$ cat config.mk
export PLATFORM = sky130hd
export DESIGN_NAME = fifo_stream_reader_flat
export DESIGN_NICKNAME = d
export VERILOG_FILES = /design/src/rtl/fifo_rdr_pkg.sv /design/src/rtl/fifo_rdr_if.sv /design/src/rtl/fifo_rdr_buf2.sv /design/src/rtl/fifo_stream_reader.sv /design/src/flat_wrapper.sv
export SDC_FILE = /design/constraint.sdc
export NUM_CORES = 1
export LEC_CHECK = 0
export ABC_AREA = 1
export CORE_UTILIZATION = 43
export CTS_CLUSTER_DIAMETER = 100
export DETAILED_ROUTE_END_ITERATION = 7
export GPL_TIMING_DRIVEN = 0
export PLACE_DENSITY_LB_ADDON = 0.1
export SLEW_MARGIN = 15
export SYNTH_ARGS = -nofsm -noshare
export SYNTH_HDL_FRONTEND = slang
export SYNTH_SLANG_ARGS = --single-unit
export TNS_END_PERCENT = 100
$ cat constraint.sdc
create_clock -name clk -period 3.21 [get_ports clk]
set_clock_uncertainty 0.2 [all_clocks]
set_input_delay 0.4815 -clock clk [delete_from_list [all_inputs] [get_ports clk]]
set_output_delay 0.4815 -clock clk [all_outputs]
set_load 0.02 [all_outputs]
$ cat src/rtl/fifo_rdr_pkg.sv
// +----------------------------------------------------------------------+
// | fifo_rdr_pkg : shared types and defaults for fifo_stream_reader      |
// | Rev 1.0 - initial release                                            |
// +----------------------------------------------------------------------+
`default_nettype none

package fifo_rdr_pkg;

  localparam int DEF_WIDTH = 8;
  localparam int DEF_CNT_W = 16;

  typedef enum logic [1:0] {
    OCC_EMPTY = 2'd0,
    OCC_ONE   = 2'd1,
    OCC_TWO   = 2'd2
  } occ_e;

endpackage

`default_nettype wire

$ cat src/rtl/fifo_rdr_if.sv
// +----------------------------------------------------------------------+
// | fifo_rdr_if : FIFO read port plus valid/ready output stream          |
// | Rev 1.0 - initial release                                            |
// +----------------------------------------------------------------------+
`default_nettype none

interface fifo_rdr_if
  import fifo_rdr_pkg::*;
#(
  parameter int WIDTH = DEF_WIDTH
) ();

  logic             fifo_empty;
  logic [WIDTH-1:0] fifo_dout;
  logic             fifo_rd_en;
  logic             m_valid;
  logic             m_ready;
  logic [WIDTH-1:0] m_data;

  modport master (
    input  fifo_empty, fifo_dout, m_ready,
    output fifo_rd_en, m_valid, m_data
  );

  modport slave (
    output fifo_empty, fifo_dout, m_ready,
    input  fifo_rd_en, m_valid, m_data
  );

endinterface

`default_nettype wire

$ cat src/rtl/fifo_rdr_buf2.sv
// +----------------------------------------------------------------------+
// | fifo_rdr_buf2 : 2-entry ordered buffer, registered head              |
// | Rev 1.0 - initial release                                            |
// +----------------------------------------------------------------------+
`default_nettype none

module fifo_rdr_buf2
  import fifo_rdr_pkg::*;
#(
  parameter int WIDTH = DEF_WIDTH
) (
  input  logic             clk,
  input  logic             rst,
  input  logic             push_i,
  input  logic [WIDTH-1:0] push_data_i,
  input  logic             pop_i,
  output logic [WIDTH-1:0] head_o,
  output occ_e             occ_o
);

  occ_e             occ_q, occ_d;
  logic [WIDTH-1:0] head_q, head_d;
  logic [WIDTH-1:0] ent1_q, ent1_d;

  always_ff @(posedge clk) begin
    if (rst) begin
      occ_q  <= OCC_EMPTY;
      head_q <= '0;
      ent1_q <= '0;
    end else begin
      occ_q  <= occ_d;
      head_q <= head_d;
      ent1_q <= ent1_d;
    end
  end

  // Push into a full buffer is prevented by the issue logic upstream.
  always_comb begin
    occ_d  = occ_q;
    head_d = head_q;
    ent1_d = ent1_q;
    case (occ_q)
      OCC_EMPTY: begin
        if (push_i) begin
          head_d = push_data_i;
          occ_d  = OCC_ONE;
        end
      end
      OCC_ONE: begin
        case ({push_i, pop_i})
          2'b11: head_d = push_data_i;
          2'b10: begin
            ent1_d = push_data_i;
            occ_d  = OCC_TWO;
          end
          2'b01: occ_d = OCC_EMPTY;
          default: ;
        endcase
      end
      OCC_TWO: begin
        if (pop_i) begin
          head_d = ent1_q;
          if (push_i) ent1_d = push_data_i;
          else        occ_d  = OCC_ONE;
        end
      end
      default: occ_d = OCC_EMPTY;
    endcase
  end

  assign head_o = head_q;
  assign occ_o  = occ_q;

endmodule

`default_nettype wire

$ cat src/rtl/fifo_stream_reader.sv
// +----------------------------------------------------------------------+
// | fifo_stream_reader : drains a 1-cycle-latency FIFO onto valid/ready  |
// | Optional transfer counter: define FIFO_RDR_STATS_EN                  |
// | Rev 1.0 - initial release                                            |
// +----------------------------------------------------------------------+
`default_nettype none

module fifo_stream_reader
  import fifo_rdr_pkg::*;
#(
  parameter int WIDTH = DEF_WIDTH
`ifdef FIFO_RDR_STATS_EN
  ,
  parameter int CNT_W = DEF_CNT_W
`endif
) (
  input  logic             clk,
  input  logic             rst,
  fifo_rdr_if.master       bus
`ifdef FIFO_RDR_STATS_EN
  ,
  output logic [CNT_W-1:0] xfer_count
`endif
);

  logic             inflight_q;
  logic             pop;
  logic             rd_en;
  logic [2:0]       level;
  logic [2:0]       limit;
  occ_e             occ;
  logic [WIDTH-1:0] head;

  assign pop = bus.m_valid & bus.m_ready;

  // Words already held or in flight must fit once this cycle's pop frees a slot.
  assign level = {1'b0, occ} + {2'b00, inflight_q};
  assign limit = 3'd2 + {2'b00, pop};
  assign rd_en = !rst & !bus.fifo_empty & (level < limit);

  always_ff @(posedge clk) begin
    if (rst) inflight_q <= 1'b0;
    else     inflight_q <= rd_en;
  end

  fifo_rdr_buf2 #(
    .WIDTH (WIDTH)
  ) u_buf (
    .clk         (clk),
    .rst         (rst),
    .push_i      (inflight_q),
    .push_data_i (bus.fifo_dout),
    .pop_i       (pop),
    .head_o      (head),
    .occ_o       (occ)
  );

  assign bus.fifo_rd_en = rd_en;
  assign bus.m_valid    = (occ != OCC_EMPTY);
  assign bus.m_data     = head;

`ifdef FIFO_RDR_STATS_EN
  logic [CNT_W-1:0] cnt_q;

  always_ff @(posedge clk) begin
    if (rst)      cnt_q <= '0;
    else if (pop) cnt_q <= cnt_q + CNT_W'(1);
  end

  assign xfer_count = cnt_q;
`endif

endmodule

`default_nettype wire

$ cat src/flat_wrapper.sv
// flat-port wrapper written by rule: the top's interface ports become plain ports
module fifo_stream_reader_flat import fifo_rdr_pkg::*;
#(
  parameter int WIDTH = DEF_WIDTH

)
  (clk, rst, bus_fifo_empty, bus_fifo_dout, bus_m_ready, bus_fifo_rd_en, bus_m_valid, bus_m_data);
  fifo_rdr_if #(.WIDTH(WIDTH)) bus_i ();
  input  logic clk;
  input  logic rst;
  input wire logic [$bits(bus_i.fifo_empty)-1:0] bus_fifo_empty;
  input wire logic [$bits(bus_i.fifo_dout)-1:0] bus_fifo_dout;
  input wire logic [$bits(bus_i.m_ready)-1:0] bus_m_ready;
  output wire logic [$bits(bus_i.fifo_rd_en)-1:0] bus_fifo_rd_en;
  output wire logic [$bits(bus_i.m_valid)-1:0] bus_m_valid;
  output wire logic [$bits(bus_i.m_data)-1:0] bus_m_data;
  assign bus_i.fifo_empty = bus_fifo_empty;
  assign bus_i.fifo_dout = bus_fifo_dout;
  assign bus_i.m_ready = bus_m_ready;
  assign bus_fifo_rd_en = bus_i.fifo_rd_en;
  assign bus_m_valid = bus_i.m_valid;
  assign bus_m_data = bus_i.m_data;
  fifo_stream_reader #(.WIDTH(WIDTH)) u_core (.clk(clk), .rst(rst), .bus(bus_i));
endmodule
==> metrics.cfg <==
[clocking]
postCtsSetupRepairBufs = 0
cts_buffers = 3
post_cts_resized = 0
cts_tree = done
insertion_delay_ns = 0.30
cts_hold_buf = 0
cts_root_buf = clkbuf_4
cts.sinks = 19
htree_levels = 1
cts.clk_slew.worst_paths_ns = 0.10
clk_path_buf_depth = 2

[final_layout]
fin_nets = 199
drive_gt1_share_pct = 10.4
synthToLayoutAreaGrowth_pct = 25.8
fill_cells = 233
antennaDiodeCount = 0

[floorplan]
io_pins = 22
dieWidth_um = 51.6
die_y_um = 51.6
rows = 17
dieArea_um2 = 2660
start_util_pct = 46.9
coreArea_um2 = 2250

[global_route]
grt_max_degree = 12
overflow = 0
grt_pass1_vias = 864
track_usage_pct = 18.6
antenna_found_initial = 0
grt_pass1_wl_um = 3710

[place]
pre_cts_slack_ns = 0.514
place_hpwl_um = 1610
io_buffers = 21
routabilityCongestion = 0.806

[synthesis]
synth_largest_area_cell = dfxtp_1
ys_ff_latch = 19
synth_edf_count = 0
synth_most_common_cell = nand2_1
synth.distinct_cells = 22
yosys_warnings = 0
synth_area_um2 = 1060
async_flop_share_pct = 0
synthesis.nets = 173
syn_inst = 158
synth_area_leaders = dfxtp_1, nand2_1, nor2_1
synthFlopType = dfxtp_1
avgSynthCellArea_um2 = 6.69
ys_top_cells_by_count = nand2_1, nor2_1, dfxtp_1, inv_1, nand3_1
synth_top_area_share_pct = 36.0
ys_seq_area_share_pct = 36.0

[routing]
drt_iter0_drc = 20
postRouteAntennaNets = 0
first_pass_iters = 4
vias_per_cell = 4.71
drc = 0
routed_wl_um = 2100
vias = 994
wire_per_inst_um = 9.93

[pwr]
swShare_pct = 43.6
seq_power_share_pct = 32.5
intPower_mw = 0.648
cellPowerDensity_nw_per_um2 = 863
max-vdd-ir-drop_uv = 458
p_leak_nw = 0.626
pwr-share-clk_pct = 10.4
switchingPower_mw = 0.500
p_comb_share_pct = 57.2

[setup_path]
crit_chain = clkdlybuf4s50_1 > nand2_1 > o21ai_0 > and2_1 > clkdlybuf4s50_1
rrSetupSlack_ns = 1.36
worstPathArrival_ns = 1.99
end_kind = primary output
crit_top_cell = clkdlybuf4s50_1
slowest_stage = clkdlybuf4s50_1
required_ns = 2.53
crit_fanout = 3
start_kind = input pin
max_stage_delay_ns = 0.59
path_class = input pin to primary output

[sta]
relSlewSlack_pct = 82.8
fin_crit_sh_pct = 83.3
finalHoldViolations = 0
fmax_mhz = 374
setup_tns_ns = 0
worst_slack_ns = 0.535
rsz0062_at_grt = no
period_minus_slack_ns = 2.67
drv_slew = 0
worst_pin_slew_ns = 0.257
finalSetupViolCount = 0

[outcome]
outcome = complete, no violations

[flow_run]
drv_cap = 0

[min_path]
hp-class = flop to flop

-- cells in the final DEF (no fill, tap or decap) --
cell type	n
o21ai_4	1
buf_2	1
clkbuf_4	3
nor2_2	1
nand3_1	11
o21ai_0	3
buf_4	1
ha_1	3
clkinv_1	1
nand2_4	1
clkdlybuf4s50_1	21
clkinv_2	1
a21oi_1	10
nor2_8	1
o21ai_1	8
nand2_1	38
inv_1	19
nor3_1	1
nand2_2	2
and2_1	2
nor2_1	27
buf_6	4
dfxtp_1	19
inv_2	3
o211ai_1	1
-- power groups by stage --
stage	clock network [mW]	registers, mW	logic [mW]
finish	0.119	0.373	0.656
global route	0.131	0.382	0.753
CTS	0.125	0.373	0.663
detailed placement	0	0.379	0.660
global placement	0	0.376	0.651
floorplan	0	0.431	0.406
-- final cells by class --
| cell class | count | area [µm²] | area share (%) |
|---|---|---|---|
| buffer | 6 | 57.6 | 4.33 |
| clock buffer | 3 | 22.5 | 1.69 |
| clock inverter | 1 | 5.00 | 0.376 |
| inverter | 23 | 86.3 | 6.49 |
| multi-input combinational | 110 | 533 | 40.1 |
| sequential | 19 | 380 | 28.6 |
| tap | 28 | 35.0 | 2.63 |
| timing repair buffer | 21 | 210 | 15.8 |
-- cell families after synthesis --
logic type | after synthesis | synth area share [%]
AO/OA/AOI/OAI | 23 | 12.2
adder cells (fa/ha/maj) | 3 | 3.55
buffers and inverters | 29 | 13.6
flip-flops | 19 | 36.0
AND/OR/NAND/NOR | 84 | 34.7
-- routing by layer --
metal  wire length, µm  track usage (%)  up-vias
met2               920             29.9       32
met5                 0                0        -
met1              1040             24.5      424
met4                 7             2.70        0
li1                  -                -      536
met3               126             6.14        2
-- worst max-delay path, delay by kind of cell --
| kind | cells | cell delay (ns) |
|---|---|---|
| buffers and inverters | 2 | 1.09 |
| AND/OR/NAND/NOR | 2 | 0.23 |
| AO/OA/AOI/OAI | 1 | 0.18 |
-- path summary, 6_finish.rpt --
check / start / end / cells after the start
worst max-delay path: bus_m_ready / bus_fifo_rd_en / 5
worst min register to register: u_core.u_buf.ent1_q[4]$_SDFFE_PP0P_ / u_core.u_buf.ent1_q[4]$_SDFFE_PP0P_ / 2
worst min-delay path: u_core.u_buf.ent1_q[4]$_SDFFE_PP0P_ / u_core.u_buf.ent1_q[4]$_SDFFE_PP0P_ / 2
worst max register to register: u_core.u_buf.occ_o[0]$_SDFFE_PP0P_ / u_core.u_buf.ent1_q[7]$_SDFFE_PP0P_ / 11
-- registers in the layout (all words and copies together) (netlist names) --
name,cells
u_core.inflight_q,1
u_core.u_buf.ent1_q,8
u_core.u_buf.head_o,8
u_core.u_buf.occ_o,2
-- stage by stage --
stage	util, %	instances	cell area, µm²	power (mW)	hold slack, ns
detailed placement	57.8	207	1300	1.04	0.269
global placement	57.8	207	1300	1.03	0.261
floorplan	-	158	1060	0.837	0.252
global route	59.0	211	1330	1.27	0.322
CTS	59.0	211	1330	1.16	0.296
finish	59.0	211	1330	1.15	0.291
No activity file was read; power rests on OpenSTA's default activity.
